`config.mk`:
```
export PLATFORM = sky130hd
export DESIGN_NAME = asc2ps2_tx_flat
export DESIGN_NICKNAME = d
export VERILOG_FILES = /design/src/rtl/asc2ps2_pkg.sv /design/src/rtl/asc2ps2_tx_if.sv /design/src/rtl/asc2ps2_tx_frame.sv /design/src/rtl/asc2ps2_tx.sv /design/src/flat_wrapper.sv
export SDC_FILE = /design/constraint.sdc
export NUM_CORES = 1
export LEC_CHECK = 0
export ABC_CLOCK_PERIOD_IN_PS = 5750
export CORE_MARGIN = 2
export CORE_UTILIZATION = 66
export DETAILED_ROUTE_END_ITERATION = 10
export PLACE_DENSITY_LB_ADDON = 0.3
export RECOVER_POWER = 25
export SLEW_MARGIN = 40
export SYNTH_ARGS = -nofsm -noshare
export SYNTH_HDL_FRONTEND = slang
export SYNTH_HIERARCHICAL = 1
export SYNTH_SLANG_ARGS = --single-unit
```
`constraint.sdc`:
```
create_clock -name clk_i -period 5.75 [get_ports clk_i]
set_clock_uncertainty 0.15 [all_clocks]
set_input_delay 0.8625 -clock clk_i [delete_from_list [all_inputs] [get_ports clk_i]]
set_output_delay 0.8625 -clock clk_i [all_outputs]
set_load 0.05 [all_outputs]
```
`src/rtl/asc2ps2_pkg.sv`:
```
// rtl/asc2ps2_pkg.sv - shared types, constants and ASCII-to-set-2 lookup for asc2ps2_tx
// Contents: state_e FSM encoding, SC_BREAK / SC_LSHIFT prefix codes, SEQ_LEN bytes per
// character, and asc2sc() returning {hit, code[7:0]}.
// Optional feature macro: ASC2PS2_SHIFT_EN (uppercase mapping plus left-shift wrapping).
package asc2ps2_pkg;

    typedef enum logic [2:0] {
        ST_IDLE,
        ST_FRAME,
        ST_GAP,
        ST_DONE,
        ST_ERR
    } state_e;

    localparam logic [7:0] SC_BREAK  = 8'hF0;
    localparam logic [7:0] SC_LSHIFT = 8'h12;

`ifdef ASC2PS2_SHIFT_EN
    localparam int SEQ_LEN = 6;
`else
    localparam int SEQ_LEN = 3;
`endif

    localparam logic [7:0] ALPHA_SC [26] = '{
        8'h1C, 8'h32, 8'h21, 8'h23, 8'h24, 8'h2B, 8'h34, 8'h33, 8'h43, 8'h3B,
        8'h42, 8'h4B, 8'h3A, 8'h31, 8'h44, 8'h4D, 8'h15, 8'h2D, 8'h1B, 8'h2C,
        8'h3C, 8'h2A, 8'h1D, 8'h22, 8'h35, 8'h1A
    };

    localparam logic [7:0] DIGIT_SC [10] = '{
        8'h45, 8'h16, 8'h1E, 8'h26, 8'h25, 8'h2E, 8'h36, 8'h3D, 8'h3E, 8'h46
    };

    // Returns {hit, code}; hit=0 means the character has no set-2 mapping.
    function automatic logic [8:0] asc2sc(input logic [7:0] a);
        logic [8:0] r;
        logic [7:0] off;
        r   = '0;
        off = '0;
        if (a >= 8'h61 && a <= 8'h7A) begin
            off = a - 8'h61;
            r   = {1'b1, ALPHA_SC[off[4:0]]};
`ifdef ASC2PS2_SHIFT_EN
        end else if (a >= 8'h41 && a <= 8'h5A) begin
            off = a - 8'h41;
            r   = {1'b1, ALPHA_SC[off[4:0]]};
`endif
        end else if (a >= 8'h30 && a <= 8'h39) begin
            off = a - 8'h30;
            r   = {1'b1, DIGIT_SC[off[3:0]]};
        end else begin
            case (a)
                8'h20:   r = {1'b1, 8'h29};
                8'h0D:   r = {1'b1, 8'h5A};
                8'h08:   r = {1'b1, 8'h66};
                8'h09:   r = {1'b1, 8'h0D};
                8'h1B:   r = {1'b1, 8'h76};
                default: r = '0;
            endcase
        end
        return r;
    endfunction

endpackage

```
`src/rtl/asc2ps2_tx_if.sv`:
```
// rtl/asc2ps2_tx_if.sv - character handshake, status and PS/2 line bundle for asc2ps2_tx
// Signals: asc/asc_valid/asc_ready character handshake; busy, err, sent status;
// ps2_clk/ps2_data device-driven PS/2 lines (idle high).
// Modports: dev (the transmitter), host (the character source / line observer).
interface asc2ps2_tx_if;
    logic [7:0] asc;
    logic       asc_valid;
    logic       asc_ready;
    logic       busy;
    logic       err;
    logic       sent;
    logic       ps2_clk;
    logic       ps2_data;

    modport dev (
        input  asc, asc_valid,
        output asc_ready, busy, err, sent, ps2_clk, ps2_data
    );

    modport host (
        output asc, asc_valid,
        input  asc_ready, busy, err, sent, ps2_clk, ps2_data
    );
endinterface

```
`src/rtl/asc2ps2_tx_frame.sv`:
```
// rtl/asc2ps2_tx_frame.sv - ps2_frame_tx: serializes one byte as an 11-bit PS/2 device frame
// Ports: clk_i, rst_i (sync active-high), start_i loads byte_i and begins a frame,
// ps2_clk_o / ps2_data_o line outputs (idle high), done_o high on the frame's last cycle.
// Each bit spends CLK_DIV cycles with ps2_clk high (data changes here) then CLK_DIV low.
module ps2_frame_tx #(
    parameter int CLK_DIV = 2500
) (
    input  logic       clk_i,
    input  logic       rst_i,
    input  logic       start_i,
    input  logic [7:0] byte_i,
    output logic       ps2_clk_o,
    output logic       ps2_data_o,
    output logic       done_o
);
    localparam int             DW       = $clog2(2 * CLK_DIV);
    localparam logic [DW-1:0]  DIV_LAST = DW'(2 * CLK_DIV - 1);
    localparam logic [DW-1:0]  DIV_HALF = DW'(CLK_DIV);

    logic          active_q, active_d;
    logic [DW-1:0] div_q, div_d;
    logic [3:0]    bit_q, bit_d;
    logic [10:0]   frame_q, frame_d;

    always_ff @(posedge clk_i) begin
        if (rst_i) begin
            active_q <= 1'b0;
            div_q    <= '0;
            bit_q    <= '0;
            frame_q  <= '1;
        end else begin
            active_q <= active_d;
            div_q    <= div_d;
            bit_q    <= bit_d;
            frame_q  <= frame_d;
        end
    end

    always_comb begin
        active_d = active_q;
        div_d    = div_q;
        bit_d    = bit_q;
        frame_d  = frame_q;
        if (start_i) begin
            // stop, odd parity, data LSB-first, start: bit_q indexes in send order
            active_d = 1'b1;
            div_d    = '0;
            bit_d    = '0;
            frame_d  = {1'b1, ~^byte_i, byte_i, 1'b0};
        end else if (active_q) begin
            if (div_q == DIV_LAST) begin
                div_d = '0;
                if (bit_q == 4'd10) begin
                    active_d = 1'b0;
                end else begin
                    bit_d = bit_q + 4'd1;
                end
            end else begin
                div_d = div_q + DW'(1);
            end
        end
    end

    assign ps2_clk_o  = ~active_q | (div_q < DIV_HALF);
    assign ps2_data_o = ~active_q | frame_q[bit_q];
    assign done_o     = active_q && (div_q == DIV_LAST) && (bit_q == 4'd10);

endmodule

```
`src/rtl/asc2ps2_tx.sv`:
```
// rtl/asc2ps2_tx.sv - keyboard-side PS/2 transmitter: ASCII in, set-2 make/break frames out
// Ports: clk_i, rst_i (sync active-high), bus (asc2ps2_tx_if.dev: asc handshake,
// busy/err/sent status, ps2_clk/ps2_data lines).
// Owns the sequencing FSM, byte index and inter-byte gap counter; ps2_frame_tx does bits.
// Optional feature macro: ASC2PS2_SHIFT_EN (uppercase accepted, sequence wrapped in left shift).
module asc2ps2_tx
    import asc2ps2_pkg::*;
#(
    parameter int CLK_DIV = 2500,
    parameter int GAP_CYC = 5000
) (
    input  logic         clk_i,
    input  logic         rst_i,
    asc2ps2_tx_if.dev    bus
);
    localparam int            GW       = (GAP_CYC > 1) ? $clog2(GAP_CYC) : 1;
    localparam logic [GW-1:0] GAP_LAST = GW'(GAP_CYC - 1);
    localparam logic [2:0]    SEQ_LAST = 3'(SEQ_LEN - 1);

    state_e        state_q, state_d;
    logic [7:0]    code_q, code_d;
    logic [2:0]    idx_q, idx_d;
    logic [GW-1:0] gap_q, gap_d;

    logic       frame_start;
    logic [7:0] frame_byte;
    logic       frame_done;
    logic [8:0] lookup;

    // Byte at position idx of the make/break sequence for scancode code.
    function automatic logic [7:0] seq_byte(input logic [2:0] idx, input logic [7:0] code);
`ifdef ASC2PS2_SHIFT_EN
        case (idx)
            3'd0:    return SC_LSHIFT;
            3'd1:    return code;
            3'd2:    return SC_BREAK;
            3'd3:    return code;
            3'd4:    return SC_BREAK;
            default: return SC_LSHIFT;
        endcase
`else
        return (idx == 3'd1) ? SC_BREAK : code;
`endif
    endfunction

    assign lookup = asc2sc(bus.asc);

    always_ff @(posedge clk_i) begin
        if (rst_i) begin
            state_q <= ST_IDLE;
            code_q  <= '0;
            idx_q   <= '0;
            gap_q   <= '0;
        end else begin
            state_q <= state_d;
            code_q  <= code_d;
            idx_q   <= idx_d;
            gap_q   <= gap_d;
        end
    end

    always_comb begin
        state_d     = state_q;
        code_d      = code_q;
        idx_d       = idx_q;
        gap_d       = gap_q;
        frame_start = 1'b0;
        frame_byte  = '0;
        case (state_q)
            ST_IDLE: begin
                if (bus.asc_valid) begin
                    if (lookup[8]) begin
                        // first frame is launched in the accept cycle so bits begin at T+1
                        code_d      = lookup[7:0];
                        idx_d       = '0;
                        frame_start = 1'b1;
                        frame_byte  = seq_byte(3'd0, lookup[7:0]);
                        state_d     = ST_FRAME;
                    end else begin
                        state_d = ST_ERR;
                    end
                end
            end
            ST_FRAME: begin
                if (frame_done) begin
                    gap_d   = '0;
                    state_d = ST_GAP;
                end
            end
            ST_GAP: begin
                if (gap_q == GAP_LAST) begin
                    if (idx_q == SEQ_LAST) begin
                        state_d = ST_DONE;
                    end else begin
                        idx_d       = idx_q + 3'd1;
                        frame_start = 1'b1;
                        frame_byte  = seq_byte(idx_q + 3'd1, code_q);
                        state_d     = ST_FRAME;
                    end
                end else begin
                    gap_d = gap_q + GW'(1);
                end
            end
            ST_DONE: state_d = ST_IDLE;
            ST_ERR:  state_d = ST_IDLE;
            default: state_d = ST_IDLE;
        endcase
    end

    ps2_frame_tx #(
        .CLK_DIV (CLK_DIV)
    ) u_frame (
        .clk_i      (clk_i),
        .rst_i      (rst_i),
        .start_i    (frame_start),
        .byte_i     (frame_byte),
        .ps2_clk_o  (bus.ps2_clk),
        .ps2_data_o (bus.ps2_data),
        .done_o     (frame_done)
    );

    assign bus.asc_ready = (state_q == ST_IDLE) && !rst_i;
    assign bus.busy      = (state_q != ST_IDLE);
    assign bus.sent      = (state_q == ST_DONE);
    assign bus.err       = (state_q == ST_ERR);

endmodule
```
`src/flat_wrapper.sv`:
```
// flat-port wrapper written by rule: the top's interface ports become plain ports
module asc2ps2_tx_flat import asc2ps2_pkg::*;
#(
    parameter int CLK_DIV = 2500,
    parameter int GAP_CYC = 5000
)
  (clk_i, rst_i, bus_asc, bus_asc_valid, bus_asc_ready, bus_busy, bus_err, bus_sent, bus_ps2_clk, bus_ps2_data);
  asc2ps2_tx_if bus_i ();
  input  logic clk_i;
  input  logic rst_i;
  input wire logic [$bits(bus_i.asc)-1:0] bus_asc;
  input wire logic [$bits(bus_i.asc_valid)-1:0] bus_asc_valid;
  output wire logic [$bits(bus_i.asc_ready)-1:0] bus_asc_ready;
  output wire logic [$bits(bus_i.busy)-1:0] bus_busy;
  output wire logic [$bits(bus_i.err)-1:0] bus_err;
  output wire logic [$bits(bus_i.sent)-1:0] bus_sent;
  output wire logic [$bits(bus_i.ps2_clk)-1:0] bus_ps2_clk;
  output wire logic [$bits(bus_i.ps2_data)-1:0] bus_ps2_data;
  assign bus_i.asc = bus_asc;
  assign bus_i.asc_valid = bus_asc_valid;
  assign bus_asc_ready = bus_i.asc_ready;
  assign bus_busy = bus_i.busy;
  assign bus_err = bus_i.err;
  assign bus_sent = bus_i.sent;
  assign bus_ps2_clk = bus_i.ps2_clk;
  assign bus_ps2_data = bus_i.ps2_data;
  asc2ps2_tx #(.CLK_DIV(CLK_DIV), .GAP_CYC(GAP_CYC)) u_core (.clk_i(clk_i), .rst_i(rst_i), .bus(bus_i));
endmodule
```
==> flow_results.xml <==
<?xml version="1.0" encoding="UTF-8"?>
<metrics>
  <group name="timing">
    <metric name="timing.fmax" unit="GHz">0.2036</metric>
    <metric name="finalWorstPathRequiredPeriod" unit="ps">4912</metric>
    <metric name="fin_hold_ws" unit="ps">311.4</metric>
    <metric name="timing.slew.headroom" unit="%">27.52</metric>
    <metric name="drv_slew" unit="">0</metric>
    <metric name="worst_pin_slew" unit="ps">1087</metric>
    <metric name="hold_violations" unit="">0</metric>
    <metric name="setup_viol" unit="">0</metric>
    <metric name="min_period_over_period" unit="%">85.43</metric>
    <metric name="grt_setup_unrepaired" unit="">false</metric>
    <metric name="final.setup.tns" unit="ps">0</metric>
  </group>
  <group name="final_layout">
    <metric name="share_of_cells_above_drive_strength_1" unit="%">6.250</metric>
    <metric name="layout.cells.most_common_list" unit="">57 x sky130_fd_sc_hd__nor2_1, 54 x sky130_fd_sc_hd__dfxtp_1, 39 x sky130_fd_sc_hd__nand2_1, 29 x sky130_fd_sc_hd__a21oi_1, 29 x sky130_fd_sc_hd__xnor2_1</metric>
    <metric name="syn2layout_area_growth" unit="%">7.754</metric>
    <metric name="n_antenna_cell" unit="">0</metric>
    <metric name="fin_util" unit="%">73.39</metric>
    <metric name="layout_commonest_cell" unit="">sky130_fd_sc_hd__nor2_1</metric>
    <metric name="fill_cells" unit="">451</metric>
    <metric name="finalNetCount" unit="">506</metric>
  </group>
  <group name="critical_path">
    <metric name="crit_family" unit="">compound AO/OA/AOI/OAI gates</metric>
    <metric name="cp_data_required_time" unit="ps">5850</metric>
    <metric name="worst_setup_path_start_kind" unit="">primary input</metric>
    <metric name="path_buf_inv" unit="">5</metric>
    <metric name="cpPeakStageDelay" unit="ps">590</metric>
    <metric name="critical_path_arrival" unit="ps">5010</metric>
    <metric name="crit_slowest_cell" unit="">sky130_fd_sc_hd__o211ai_1</metric>
    <metric name="setup.worst_path.end_class" unit="">register</metric>
    <metric name="path_max_fanout" unit="">22</metric>
    <metric name="worst_path_most_repeated_cell" unit="">sky130_fd_sc_hd__buf_4</metric>
    <metric name="crit_type" unit="">in -&gt; reg</metric>
    <metric name="path_cells" unit="">clkdlybuf4s50_1 &gt; buf_4 &gt; inv_1 &gt; ha_1 &gt; or4b_1 &gt; o211ai_1 &gt; a31o_1 &gt; nand2_1 &gt; buf_4 &gt; nor2_1 &gt; o21ai_0 &gt; buf_4 &gt; nor2_1</metric>
  </group>
  <group name="clock_network">
    <metric name="cts.reportedPaths.clkPinSlew" unit="ps">100</metric>
    <metric name="tritoncts_clock_tree" unit="">built</metric>
    <metric name="cts.repair_timing.setup_buffer_count" unit="">0</metric>
    <metric name="cts-htree-levels" unit="">2</metric>
    <metric name="clkLatencyLatePin" unit="ps">310</metric>
    <metric name="ctsLongestPathBuffers" unit="">2</metric>
    <metric name="numClockSinks" unit="">54</metric>
    <metric name="postCtsHoldBufs" unit="">0</metric>
    <metric name="resized_after_cts" unit="">0</metric>
    <metric name="clock_tree.root_cell" unit="">sky130_fd_sc_hd__clkbuf_8</metric>
    <metric name="cts_buffers" unit="">5</metric>
  </group>
  <group name="yosys">
    <metric name="asyncSetResetFlopFracSynth" unit="%">0</metric>
    <metric name="synth.cell_area" unit="um2">3727</metric>
    <metric name="netlist-cell-type-count" unit="">68</metric>
    <metric name="synthesis.instances" unit="">476</metric>
    <metric name="synth-edff-count" unit="">0</metric>
    <metric name="postSynthNetCount" unit="">503</metric>
    <metric name="synth_top_flop_cell" unit="">sky130_fd_sc_hd__dfxtp_1</metric>
    <metric name="synth-seq-cells" unit="">54</metric>
    <metric name="ys_warn_count" unit="">6</metric>
    <metric name="synth.avg_cell_area" unit="um2">7.831</metric>
    <metric name="seq_area_frac_synth" unit="%">29.00</metric>
  </group>
  <group name="routing">
    <metric name="detail_route.vias_per_cell" unit="">6.293</metric>
    <metric name="antenna_left" unit="">0</metric>
    <metric name="post-route-drc-count" unit="">0</metric>
    <metric name="postRouteWirelength" unit="um">8323</metric>
    <metric name="detailedRoute.firstIterationViolations" unit="">252</metric>
    <metric name="firstDrtPassIters" unit="">5</metric>
    <metric name="routed-via-count" unit="">3474</metric>
    <metric name="drt-wirelength-per-cell" unit="um">15.08</metric>
  </group>
  <group name="global_routing">
    <metric name="grt_pass1_vias" unit="">3178</metric>
    <metric name="global_route_wire_length_before_repair" unit="um">14260</metric>
    <metric name="grt-ovfl-total" unit="">0</metric>
    <metric name="antenna_found_initial" unit="">0</metric>
    <metric name="grt_max_degree" unit="">31</metric>
    <metric name="grt_util_all_layers" unit="%">27.68</metric>
  </group>
  <group name="pwr">
    <metric name="cellPowerDensity" unit="nW/um2">192.4</metric>
    <metric name="cellLeakagePower" unit="nW">1.404</metric>
    <metric name="ir_drop" unit="mV">0.1224</metric>
  </group>
  <group name="floorplan">
    <metric name="floorplan.rows" unit="">27</metric>
    <metric name="design.core.area" unit="um2">5473</metric>
    <metric name="dieArea" unit="um2">6265</metric>
    <metric name="fp.dieW" unit="um">79.15</metric>
    <metric name="floorplan.die.height" unit="um">79.15</metric>
    <metric name="number_of_i_o_pins" unit="">17</metric>
    <metric name="start_util" unit="%">68.11</metric>
  </group>
  <group name="placement">
    <metric name="dp_hpwl" unit="um">6059</metric>
    <metric name="port-buffer-count" unit="">16</metric>
    <metric name="globalplace.congestion" unit="">0.9313</metric>
  </group>
  <group name="run">
    <metric name="maximum_capacitance_violations" unit="">0</metric>
  </group>
  <group name="worst_hold_path">
    <metric name="min-delay-path-class" unit="">reg -&gt; reg</metric>
  </group>
  <group name="status">
    <metric name="run_status" unit="">finished clean</metric>
  </group>
</metrics>
## layer usage
metal | global-route usage [%] | wire (um) | vias to the layer above
li1 | - | - | 1723
met1 | 37.71 | 3850 | 1638
met2 | 46.95 | 3989 | 104
met3 | 3.295 | 393 | 9
met4 | 6.207 | 89 | 0
met5 | 0 | 0 | -
## registers in the layout, summed over array words and instances, names as in the netlist
register	cells
u_core/u_frame/active_q	1
u_core/idx_q	3
u_core/gap_q	13
u_core/code_q	7
u_core/u_frame/div_q	13
u_core/u_frame/frame_q	10
u_core/u_frame/bit_q	4
u_core/state_q	3
## synth_stat cells (all sizes together) (13+ instances only)
library cell,n,area (um2)
a21oi,30,153.9
buf,13,63.81
inv,17,63.81
xnor2,29,254.0
dfxtp,54,1081
o21ai,20,100.1
ha,16,200.2
nand2,39,146.4
nor3,17,90.09
nor2b,13,81.33
nor2,57,214.0
clkbuf,15,56.30
nand3,19,95.09
## worst min-delay path, delay by kind of cell (launching register included)
kind	cells	cell delay, ps
AO/OA/AOI/OAI	1	50
flip-flops	1	320
AND/OR/NAND/NOR	1	50
## through the flow
| stage | worst slack, ps | area [um2] | instances | total power, mW |
|---|---|---|---|---|
| 6_report | 837.6 | 4016 | 552 | 0.7727 |
| 5_1_grt | 543.0 | 4016 | 552 | 0.8076 |
| 4_1_cts | 1176 | 4034 | 552 | 0.7768 |
| 3_5_place_dp | 837.5 | 3921 | 544 | 0.5227 |
| 3_3_place_gp | 936.4 | 3918 | 544 | 0.5206 |
| 2_1_floorplan | 1769 | 3727 | 476 | 0.4872 |
## report_power, final
group / internal [mW] / total [mW] / switching (mW) / leakage [nW]
combinational: 0.0503 / 0.130 / 0.0800 / 0.909
sequential: 0.380 / 0.385 / 0.00523 / 0.437
clock: 0.131 / 0.257 / 0.127 / 0.0585
total: 0.561 / 0.773 / 0.212 / 1.40
## area by class of cell
class / instances / area [um2] / share of cell area, %
well taps: 72 / 90.09 / 2.243
clock inverters: 3 / 43.79 / 1.090
flip-flops and latches: 54 / 1081 / 26.92
repair buffers: 24 / 220.2 / 5.483
inverters: 17 / 63.81 / 1.589
clock buffers: 5 / 68.82 / 1.713
multi-input cells: 377 / 2449 / 60.97
## cells by family after synthesis
group	after synthesis	synth area share, %
adder cells (fa/ha/maj)	16	5.371
AO/OA/AOI/OAI	113	20.85
flip-flops	54	29.00
multiplexers	9	3.122
AND/OR/NAND/NOR	205	28.74
XOR/XNOR	34	7.989
buffers and inverters	45	4.934
## final timing paths
| check | startpoint | end | slack [ps] | cells after the start |
|---|---|---|---|---|
| worst max-delay path | bus_asc[0] | u_core/u_frame/div_q[9] | 840 | 13 |
| worst min-delay path | u_core/code_q[6] | u_core/code_q[6] | 310 | 2 |
| worst max register to register | u_core/u_frame/div_q[0] | u_core/gap_q[9] | 1970 | 10 |
| worst min register to register | u_core/code_q[6] | u_core/code_q[6] | 310 | 2 |
No activity file was read; power rests on OpenSTA's default activity.
